`src/rtl/ddp_queue_sched_if.sv`:
```
// Handshake bundle between the payload queues, the packet scheduler and the DDP assembler.
// The per-queue weights vector exists only when DDP_SCHED_WEIGHT_EN is defined.
interface ddp_queue_sched_if #(
    parameter int unsigned NQ  = 4,
    parameter int unsigned QW  = 2,
    parameter int unsigned BCW = 4
);
    logic [NQ-1:0]   emptyArray;
    logic [NQ-1:0]   lastIn;
    logic            ready;
    logic            ddpPktFull;
`ifdef DDP_SCHED_WEIGHT_EN
    logic [4*NQ-1:0] weights;
`endif
    logic            dataPop;
    logic [QW-1:0]   popQN;
    logic            grantValid;
    logic            pktDone;
    logic [QW-1:0]   pktDoneQN;
    logic [BCW-1:0]  pktBeats;
    logic            errOverrun;

`ifdef DDP_SCHED_WEIGHT_EN
    modport master (
        output emptyArray, lastIn, ready, ddpPktFull, weights,
        input  dataPop, popQN, grantValid, pktDone, pktDoneQN, pktBeats, errOverrun
    );
    modport slave (
        input  emptyArray, lastIn, ready, ddpPktFull, weights,
        output dataPop, popQN, grantValid, pktDone, pktDoneQN, pktBeats, errOverrun
    );
`else
    modport master (
        output emptyArray, lastIn, ready, ddpPktFull,
        input  dataPop, popQN, grantValid, pktDone, pktDoneQN, pktBeats, errOverrun
    );
    modport slave (
        input  emptyArray, lastIn, ready, ddpPktFull,
        output dataPop, popQN, grantValid, pktDone, pktDoneQN, pktBeats, errOverrun
    );
`endif
endinterface

```
`src/rtl/ddp_queue_sched.sv`:
```
// Round-robin packet scheduler: holds a grant on one payload queue for a whole packet.
// Define DDP_SCHED_WEIGHT_EN to let a queue keep its turn for up to weights[i] packets.
module ddp_queue_sched #(
    parameter int unsigned NQ        = 4,
    parameter int unsigned QW        = 2,
    parameter int unsigned MAX_BEATS = 8,
    parameter int unsigned BCW       = 4
) (
    input  logic             clock,
    input  logic             reset,
    ddp_queue_sched_if.slave bus
);
    typedef enum logic [1:0] {
        IDLE = 2'd0,
        XFER = 2'd1,
        DONE = 2'd2
    } state_t;

    state_t         state;
    logic [QW-1:0]  rrPtr;
    logic [BCW-1:0] beatCnt;
    logic [QW-1:0]  popQN;
    logic           grantValid;
    logic           pktDone;
    logic [QW-1:0]  pktDoneQN;
    logic [BCW-1:0] pktBeats;
    logic           errOverrun;

    logic           popNow;
    logic           lastHead;
    logic           found;
    logic [QW-1:0]  searchQ;
    int unsigned    cand;
    logic           anyAvail;
    logic [QW-1:0]  pickQ;

    assign lastHead = bus.lastIn[popQN];
    assign popNow   = (state == XFER) & grantValid & bus.ready & ~bus.emptyArray[popQN];

    // First non-empty queue after rrPtr, wrapping below NQ so no out-of-range index appears
    always_comb begin
        found   = 1'b0;
        searchQ = '0;
        cand    = 0;
        for (int unsigned k = 1; k <= NQ; k++) begin
            cand = 32'(rrPtr) + k;
            if (cand >= NQ) cand = cand - NQ;
            if (!found && !bus.emptyArray[cand[QW-1:0]]) begin
                found   = 1'b1;
                searchQ = QW'(cand);
            end
        end
    end

`ifdef DDP_SCHED_WEIGHT_EN
    logic [3:0] pktCnt [NQ];
    logic       turnOwned;
    logic       holdGrant;
    logic       holdOk;
    logic [3:0] rawWgt;
    logic [3:0] curWgt;

    // The queue holding the turn is re-picked while it has packets left and data waiting
    assign holdOk   = turnOwned & (pktCnt[rrPtr] != 4'd0) & ~bus.emptyArray[rrPtr];
    assign anyAvail = holdOk | found;
    assign pickQ    = holdOk ? rrPtr : searchQ;
    assign rawWgt   = bus.weights[{popQN, 2'b00} +: 4];
    assign curWgt   = (rawWgt == 4'd0) ? 4'd1 : rawWgt;
`else
    assign anyAvail = found;
    assign pickQ    = searchQ;
`endif

    always_ff @(posedge clock or posedge reset) begin
        if (reset) begin
            state      <= IDLE;
            rrPtr      <= QW'(NQ - 1);
            beatCnt    <= '0;
            popQN      <= '0;
            grantValid <= 1'b0;
            pktDone    <= 1'b0;
            pktDoneQN  <= '0;
            pktBeats   <= '0;
            errOverrun <= 1'b0;
`ifdef DDP_SCHED_WEIGHT_EN
            turnOwned  <= 1'b0;
            holdGrant  <= 1'b0;
            for (int unsigned i = 0; i < NQ; i++) pktCnt[i] <= 4'd0;
`endif
        end else begin
            pktDone    <= 1'b0;
            errOverrun <= 1'b0;
            case (state)
                IDLE: begin
                    if (!bus.ddpPktFull && anyAvail) begin
                        popQN      <= pickQ;
                        grantValid <= 1'b1;
                        state      <= XFER;
`ifdef DDP_SCHED_WEIGHT_EN
                        holdGrant  <= holdOk;
`endif
                    end
                end
                XFER: begin
                    if (popNow) begin
                        beatCnt <= beatCnt + BCW'(1);
                        if (lastHead || (beatCnt == BCW'(MAX_BEATS - 1))) begin
                            state      <= DONE;
                            pktDone    <= 1'b1;
                            pktDoneQN  <= popQN;
                            pktBeats   <= beatCnt + BCW'(1);
                            errOverrun <= ~lastHead;
                        end
                    end
                end
                DONE: begin
                    rrPtr      <= popQN;
                    beatCnt    <= '0;
                    grantValid <= 1'b0;
                    state      <= IDLE;
`ifdef DDP_SCHED_WEIGHT_EN
                    // A fresh turn reloads the budget, counting the packet just sent
                    if (holdGrant) pktCnt[popQN] <= pktCnt[popQN] - 4'd1;
                    else           pktCnt[popQN] <= curWgt - 4'd1;
                    turnOwned  <= 1'b1;
`endif
                end
                default: state <= IDLE;
            endcase
        end
    end

    assign bus.dataPop    = popNow;
    assign bus.popQN      = popQN;
    assign bus.grantValid = grantValid;
    assign bus.pktDone    = pktDone;
    assign bus.pktDoneQN  = pktDoneQN;
    assign bus.pktBeats   = pktBeats;
    assign bus.errOverrun = errOverrun;
endmodule
```
`src/flat_wrapper.sv`:
```
// flat-port wrapper written by rule: the top's interface ports become plain ports
module ddp_queue_sched_flat 
#(
    parameter int unsigned NQ        = 4,
    parameter int unsigned QW        = 2,
    parameter int unsigned MAX_BEATS = 8,
    parameter int unsigned BCW       = 4
)
  (clock, reset, bus_emptyArray, bus_lastIn, bus_ready, bus_ddpPktFull, bus_dataPop, bus_popQN, bus_grantValid, bus_pktDone, bus_pktDoneQN, bus_pktBeats, bus_errOverrun);
  ddp_queue_sched_if #(.NQ(NQ), .QW(QW), .BCW(BCW)) bus_i ();
  input  logic clock;
  input  logic reset;
  input wire logic [$bits(bus_i.emptyArray)-1:0] bus_emptyArray;
  input wire logic [$bits(bus_i.lastIn)-1:0] bus_lastIn;
  input wire logic [$bits(bus_i.ready)-1:0] bus_ready;
  input wire logic [$bits(bus_i.ddpPktFull)-1:0] bus_ddpPktFull;
  output wire logic [$bits(bus_i.dataPop)-1:0] bus_dataPop;
  output wire logic [$bits(bus_i.popQN)-1:0] bus_popQN;
  output wire logic [$bits(bus_i.grantValid)-1:0] bus_grantValid;
  output wire logic [$bits(bus_i.pktDone)-1:0] bus_pktDone;
  output wire logic [$bits(bus_i.pktDoneQN)-1:0] bus_pktDoneQN;
  output wire logic [$bits(bus_i.pktBeats)-1:0] bus_pktBeats;
  output wire logic [$bits(bus_i.errOverrun)-1:0] bus_errOverrun;
  assign bus_i.emptyArray = bus_emptyArray;
  assign bus_i.lastIn = bus_lastIn;
  assign bus_i.ready = bus_ready;
  assign bus_i.ddpPktFull = bus_ddpPktFull;
  assign bus_dataPop = bus_i.dataPop;
  assign bus_popQN = bus_i.popQN;
  assign bus_grantValid = bus_i.grantValid;
  assign bus_pktDone = bus_i.pktDone;
  assign bus_pktDoneQN = bus_i.pktDoneQN;
  assign bus_pktBeats = bus_i.pktBeats;
  assign bus_errOverrun = bus_i.errOverrun;
  ddp_queue_sched #(.NQ(NQ), .QW(QW), .MAX_BEATS(MAX_BEATS), .BCW(BCW)) u_core (.clock(clock), .reset(reset), .bus(bus_i));
endmodule
```
`config.mk`:
```
export PLATFORM = sky130hd
export DESIGN_NAME = ddp_queue_sched_flat
export DESIGN_NICKNAME = d
export VERILOG_FILES = /design/src/rtl/ddp_queue_sched_if.sv /design/src/rtl/ddp_queue_sched.sv /design/src/flat_wrapper.sv
export SDC_FILE = /design/constraint.sdc
export NUM_CORES = 1
export LEC_CHECK = 0
export BUFFER_PORTS_ARGS = -buffer_cell sky130_fd_sc_hd__buf_2
export CAP_MARGIN = 20
export CORE_MARGIN = 2
export CORE_UTILIZATION = 51
export DETAILED_ROUTE_END_ITERATION = 8
export PLACE_DENSITY = 0.77
export SETUP_SLACK_MARGIN = 0.05
export SLEW_MARGIN = 10
export SYNTH_ARGS = -nofsm -noshare
export SYNTH_HDL_FRONTEND = slang
export SYNTH_SLANG_ARGS = --single-unit
```
`constraint.sdc`:
```
create_clock -name clock -period 2.9 [get_ports clock]
set_input_delay 0.29 -clock clock [delete_from_list [all_inputs] [get_ports clock]]
set_output_delay 0.29 -clock clock [all_outputs]
set_load 0.005 [all_outputs]
```
# Word-level counts from Yosys, hierarchy flattened

Cells that the tools add are included.

Reductions and logical operators: 19
Multiplexer cells: 38
Eq/ne operators: 6
$lt $le $gt $ge: 9
Bitwise logic cells: 5
Shift operators: 0
Add/subtract/negate cells: 9
Divide/modulo/power cells: 0
Multipliers: 0

Operators with widths:

| cell                                                                                | count |
|---|---|
| 2-bit 2-to-1 mux                                                                    | 11 |
| 1-bit 2-to-1 mux                                                                    | 17 |
| 2-bit by 3-bit < comparator with 1-bit output, second input constant                | 5 |
| 1-bit binary-select mux with 2-bit select                                           | 6 |
| 3-bit greater-or-equal comparator, second input constant                            | 3 |
| 4-bit one-hot mux with 2 select lines                                               | 1 |
| 2-bit by 1-bit subtractor with 2-bit output, second input constant                  | 4 |
| 2-bit by 2-bit adder with 3-bit output, second input constant                       | 2 |
| 1-bit zero test                                                                     | 6 |
| 2-bit AND reduction                                                                 | 3 |
| 3-bit AND reduction                                                                 | 2 |
| 2-bit by 3-bit adder with 4-bit output, second input constant                       | 1 |
| 4-bit by 1-bit adder with 4-bit output, second input constant                       | 1 |
| 4-bit by 3-bit equality test with 1-bit output, second input constant               | 1 |
| 4-bit by 3-bit greater-or-equal comparator with 1-bit output, second input constant | 1 |
| 1-bit logical AND                                                                   | 4 |
| 4-bit 2-to-1 mux                                                                    | 1 |
| 2-bit != test, second input constant                                                | 2 |
| 2-bit one-hot mux with 2 select lines                                               | 1 |
| 2-bit nonzero test                                                                  | 2 |
| 2-bit by 1-bit adder with 3-bit output, second input constant                       | 1 |
| 1-bit bitwise AND                                                                   | 3 |
| 2-bit by 1-bit equality test with 1-bit output, second input constant               | 1 |
| 2-bit equality test, second input constant                                          | 1 |
| other kinds (5)                                                                     | 6 |

Word-level logic and storage cells: 95
RAM bits: 0
Memories: 0
Latch bits: 0
ROM bits: 0
Register bits: 19
Bits of input ports: 12

# Logic depth before layout (Yosys ltp)

Depth in word-level cells: 17
Gate-level depth with buffers: 7
Mapped depth without buffers: 5

# Worst setup path before layout

OpenSTA, ideal clock, no wires.

Path type: reg-to-reg
Start point: reg u_core.popQN[0] (netlist: u_core.bus.popQN[0])
End point: reg u_core.pktDoneQN[0] (netlist: u_core.bus.pktDoneQN[0])
Data arrival time: 1.900 ns
Setup slack: 0.875 ns
Clock period less this slack: 2.025 ns
Setup time: 0.125 ns
Stages on the path, launching flop included: 6
Cells stage by stage: dfrtp_1 mux4_2 or3_1 buf_6 nor2_8 mux2_2

Cells in the longest elaborated chain, start to end: 5

Ends and longest elaborated chain:

| item                                      | line                   | RTL |
|---|---|---|
| start, declared                           | ddp_queue_sched.sv:22  | `logic [QW-1:0] popQN;` |
| start signal, assigned                    | ddp_queue_sched.sv:96  | `popQN <= pickQ;` |
| 1-bit binary-select mux with 2-bit select | ddp_queue_sched.sv:38  | `assign popNow = (state == XFER) & grantValid & bus.ready & ~bus.emptyArray[popQN];` |
| 1-bit 2-to-1 mux (implied by the code)    | ddp_queue_sched.sv:38  |  |
| 1-bit inverter                            | ddp_queue_sched.sv:38  |  |
| 1-bit bitwise AND                         | ddp_queue_sched.sv:38  |  |
| 3-bit AND reduction (no line)             | --                     |  |
| end signal, assigned                      | ddp_queue_sched.sv:110 | `pktDoneQN <= popQN;` |
| end, declared                             | ddp_queue_sched.sv:25  | `logic [QW-1:0] pktDoneQN;` |

Several ways; a longest one is shown, not always the timed one. The select of a mux whose other input is x is not followed.
A chain may end at the register's enable or synchronous reset.

# Worst setup path after layout

Start point: reg u_core.popQN[0] (netlist: u_core.bus.popQN[0])
End point: out bus_dataPop

Cells in the longest elaborated chain, start to end: 4

Ends and longest elaborated chain:

| item                                      | line                  | RTL |
|---|---|---|
| 1-bit binary-select mux with 2-bit select | ddp_queue_sched.sv:38 |  |
| 1-bit 2-to-1 mux (implied by the code)    | ddp_queue_sched.sv:38 |  |
| 1-bit inverter                            | ddp_queue_sched.sv:38 |  |
| 1-bit bitwise AND                         | ddp_queue_sched.sv:38 |  |
| end, declared                             | flat_wrapper.sv:17    | `output wire logic [$bits(bus_i.dataPop)-1:0] bus_dataPop;` |

Every way passes these cells. The select of a mux whose other input is x is not followed.

==> results.txt <==
----------------------------------------------------
[Pwr]
  Fraction of power spent switching nets ... roughly 37%
  Internal portion of total power ... between 0.0006 and 0.0007 W
  Power after layout ... ~0.001 W
  Leakage ... 0.535 nW
  Switching component of the power ... around 0.00037 W
  Power density over cell area ... approximately 910 nW/um^2
  Combinational Power Share ... about two fifths
  Clock network power share ... a little over an eighth
  Sequential share of power ... 47.5%
  Worst IR drop on VDD ... roughly 440 uV

[GRT]
  Vias in the first global route ... roughly 630
  Global router's overall resource usage ... 18.5%
  Antenna violations before repair ... 0
  Global route total overflow ... 0
  Maximum number of pins on one net before global-route repair ... 20
  Wire length of the first global-routing pass ... 2.77 mm

[STA]
  Total of endpoints with negative setup slack in the final report ... 0
  Setup repair after global routing missed its margin ... false
  Clk_skew ... around 0.0021 ns
  Final TNS setup ... 0 ns
  Post-route clock period utilization ... between 80% and 90%
  Hold Vio Cnt, Final ... 0
  Hold Slack ... between 0.07 and 0.08 ns
  Maximum operating frequency ... 398 MHz
  Pin slew with the least headroom to its limit ... 0.684 ns
  Relative max-transition margin ... 54.4%
  Clock period minus worst slack ... ~2.5 ns
  Count of final max-slew check failures ... 0

[Route]
  Mean routed wirelength per cell ... 13.2 um
  Final routed DRC violation total ... 0
  Total length of routed met3 wires ... 84 um
  Met2 wirelength from detailed routing ... between 800 and 900 um
  Post-detailed-routing wire length ... 1.75 mm
  Via count of the routed design ... roughly 710
  Iter 0 DRT Violations ... 6
  Post-detailed-route count of antenna-violating nets ... 0
  Vias per cell ... about 5.4
  Metal1 wirelength ... 774 um
  Number of iterations in the first detailed-routing pass ... 4
  Uppermost metal layer occupied by signal nets ... met4

[Clock network]
  Clock sinks ... 19
  Clock transition time at the flip-flop clock pins of the worst setup and hold paths ... about 0.1 ns
  Worst-skew pair later-pin latency ... ~0.30 ns
  CTS tree ... done
  CTS H-tree lvls ... 1
  Buffers from clock root to sink, at most ... 2
  Cts bufs inserted ... 3
  # Post-CTS Setup Buffers ... 0
  Root buffer cell ... clkbuf_4
  Total of cells resized after clock tree synthesis ... 0
  CTS Hold Buffers Added ... 0

[Floorplanning]
  Floorplan die area ... roughly 2200 um^2
  Initial Utilization ... between 50% and 60%
  Number of top-level design ports ... 24
  Core area ... ~1700 um^2
  Die width ... between 40 and 50 um
  Die outline height ... 47.1 um
  Row cnt ... 15

[Flow run]
  Max Cap Viol ... 0

[Yosys]
  Largest cells by area after synthesis ... dfrtp_1 45%, mux2_2 5.9%, dfstp_2 5.5%
  Synth area leader ... dfrtp_1
  Synth Register Bits ... 19
  Most instantiated flip-flop cell in the synthesis netlist ... dfrtp_1
  Net count after synthesis ... 96
  Synth top cells by count ... 17 x dfrtp_1, 11 x nand2_1, 6 x o21ai_0
  Post-synthesis cell type count ... 29
  Sequential share of the synthesized area ... around half
  Synthesized instance count ... between 80 and 90
  Synth Cell Area ... around 950 um^2
  Total number of yosys warnings ... 0
  Avg Synthesized Cell Area ... between 10 and 15 um^2
  Share of Yosys cell area claimed by the top area cell type ... 44.9%
  Number of flops mapped to enable cells by yosys ... 0
  Async set or reset register ratio after synthesis ... 100%
  Most common cell in the synthesized netlist ... dfrtp_1

[Worst setup path]
  Highest net fanout along the worst path ... 14
  Data arrival time of the critical path ... between 2 and 2.5 ns
  WP data required ... 2.61 ns
  Startpoint type of the worst setup path ... register
  Worst Path Class, Setup ... register to output port
  Sort of element at the end of the critical path ... output port

[Place]
  Placement-stage cell area ... between 1000 and 1500 um^2
  Final Wtd Congestion ... 0.831
  Sum of net half-perimeters after detailed placement ... about 1.3 mm
  Number of instances in the placed design ... between 100 and 150
  Number of buffers inserted by port buffering ... 23

[Hold path]
  Type of the most critical hold path ... input port to async pin

[Layout]
  Area of all placed cells without fillers ... 1090 um^2
  Diodes inserted ... 0
  Fraction of layout cells with a size suffix above 1 ... 35.5%
  Final nets ... approximately 120
  Finished Layout Cells ... 132
  Layout Area Growth over Synthesis ... 15.4%

[Outcome]
  Outcome ... finished clean

----------------------------------------------------
==> cell families (layout without fill, tap and decap cells) <==
logic type	Yosys count	in the layout	share of synthesized area (%)
simple gates	31	31	17.9
fa+ha+maj	1	1	1.32
mux	9	9	13.5
compound gates	16	16	12.5
buf+inv	7	31	4.35
flops	19	19	50.4
==> layout make-up <==
type	count	area, um^2
sequential	19	478
clock buffer	4	26.3
fill	149	651
timing repair buffer	23	115
tap	25	31.3
multi-input combinational	57	429
inverter	4	15.0
==> final timing paths <==
kind / startpoint / end / slack [ns] / depth (start not counted)
worst max-delay path: u_core.bus.popQN[0] / bus_dataPop / 0.39 / 4
worst min-delay path: reset / u_core.beatCnt[2] / 0.08 / 2
worst max register to register: u_core.bus.popQN[0] / u_core.bus.pktDoneQN[1] / 0.61 / 4
worst min register to register: u_core.bus.pktBeats[1] / u_core.bus.pktBeats[1] / 0.51 / 1
max in group asynchronous: reset / u_core.bus.grantValid / 2.39 / 2
min in group clock: bus_ddpPktFull / u_core.bus.grantValid / 0.35 / 4
==> worst max-delay path, stage by stage (launching register included) <==
cell and delay, ns:
dfrtp_1 0.46, mux4_2 0.51, or3_1 0.63, inv_1 0.19, buf_2 0.13
==> stage by stage <==
stage	utilization (%)	setup WS, ns
2_1_floorplan	-	0.875
3_3_place_gp	61.2	0.670
3_5_place_dp	61.2	0.622
4_1_cts	62.7	0.388
5_1_grt	62.7	0.273
6_report	62.7	0.387
==> sequential cells by signal, summed over array words and instances (netlist names) <==
register,cells
u_core.beatCnt,4
u_core.bus.grantValid,1
u_core.bus.pktDoneQN,2
u_core.state,2
u_core.bus.popQN,2
u_core.bus.errOverrun,1
u_core.bus.pktBeats,4
u_core.rrPtr,2
u_core.bus.pktDone,1
==> layer usage <==
metal / vias up / track usage [%]
met5: - / 0
met4: 0 / 7.78
met3: 5 / 4.23
met2: 17 / 29.3
met1: 342 / 24.6
li1: 349 / -
==> placed cells by master (no fill, tap or decap), types with 2 or more instances in the layout <==
cell	netlist	routed
clkbuf_4	0	3
buf_2	0	23
mux2_1	2	2
nand2_1	11	11
mux2_2	5	5
nor2b_1	3	3
a21oi_1	3	3
nor2_1	3	3
nor3_1	2	2
dfrtp_1	17	17
nand2b_1	3	3
o21ai_0	6	6
inv_1	4	4
dfstp_2	2	2
nand3_1	5	5
==> power groups by stage <==
stage               clock, W  sequential (W)  combinational (W)
finish              0.000132        0.000476           0.000393
global route        0.000148        0.000491           0.000440
CTS                 0.000137        0.000475           0.000398
detailed placement         0        0.000480           0.000396
global placement           0        0.000469           0.000387
floorplan                  0        0.000464           0.000291
No activity file was read; power rests on OpenSTA's default activity.
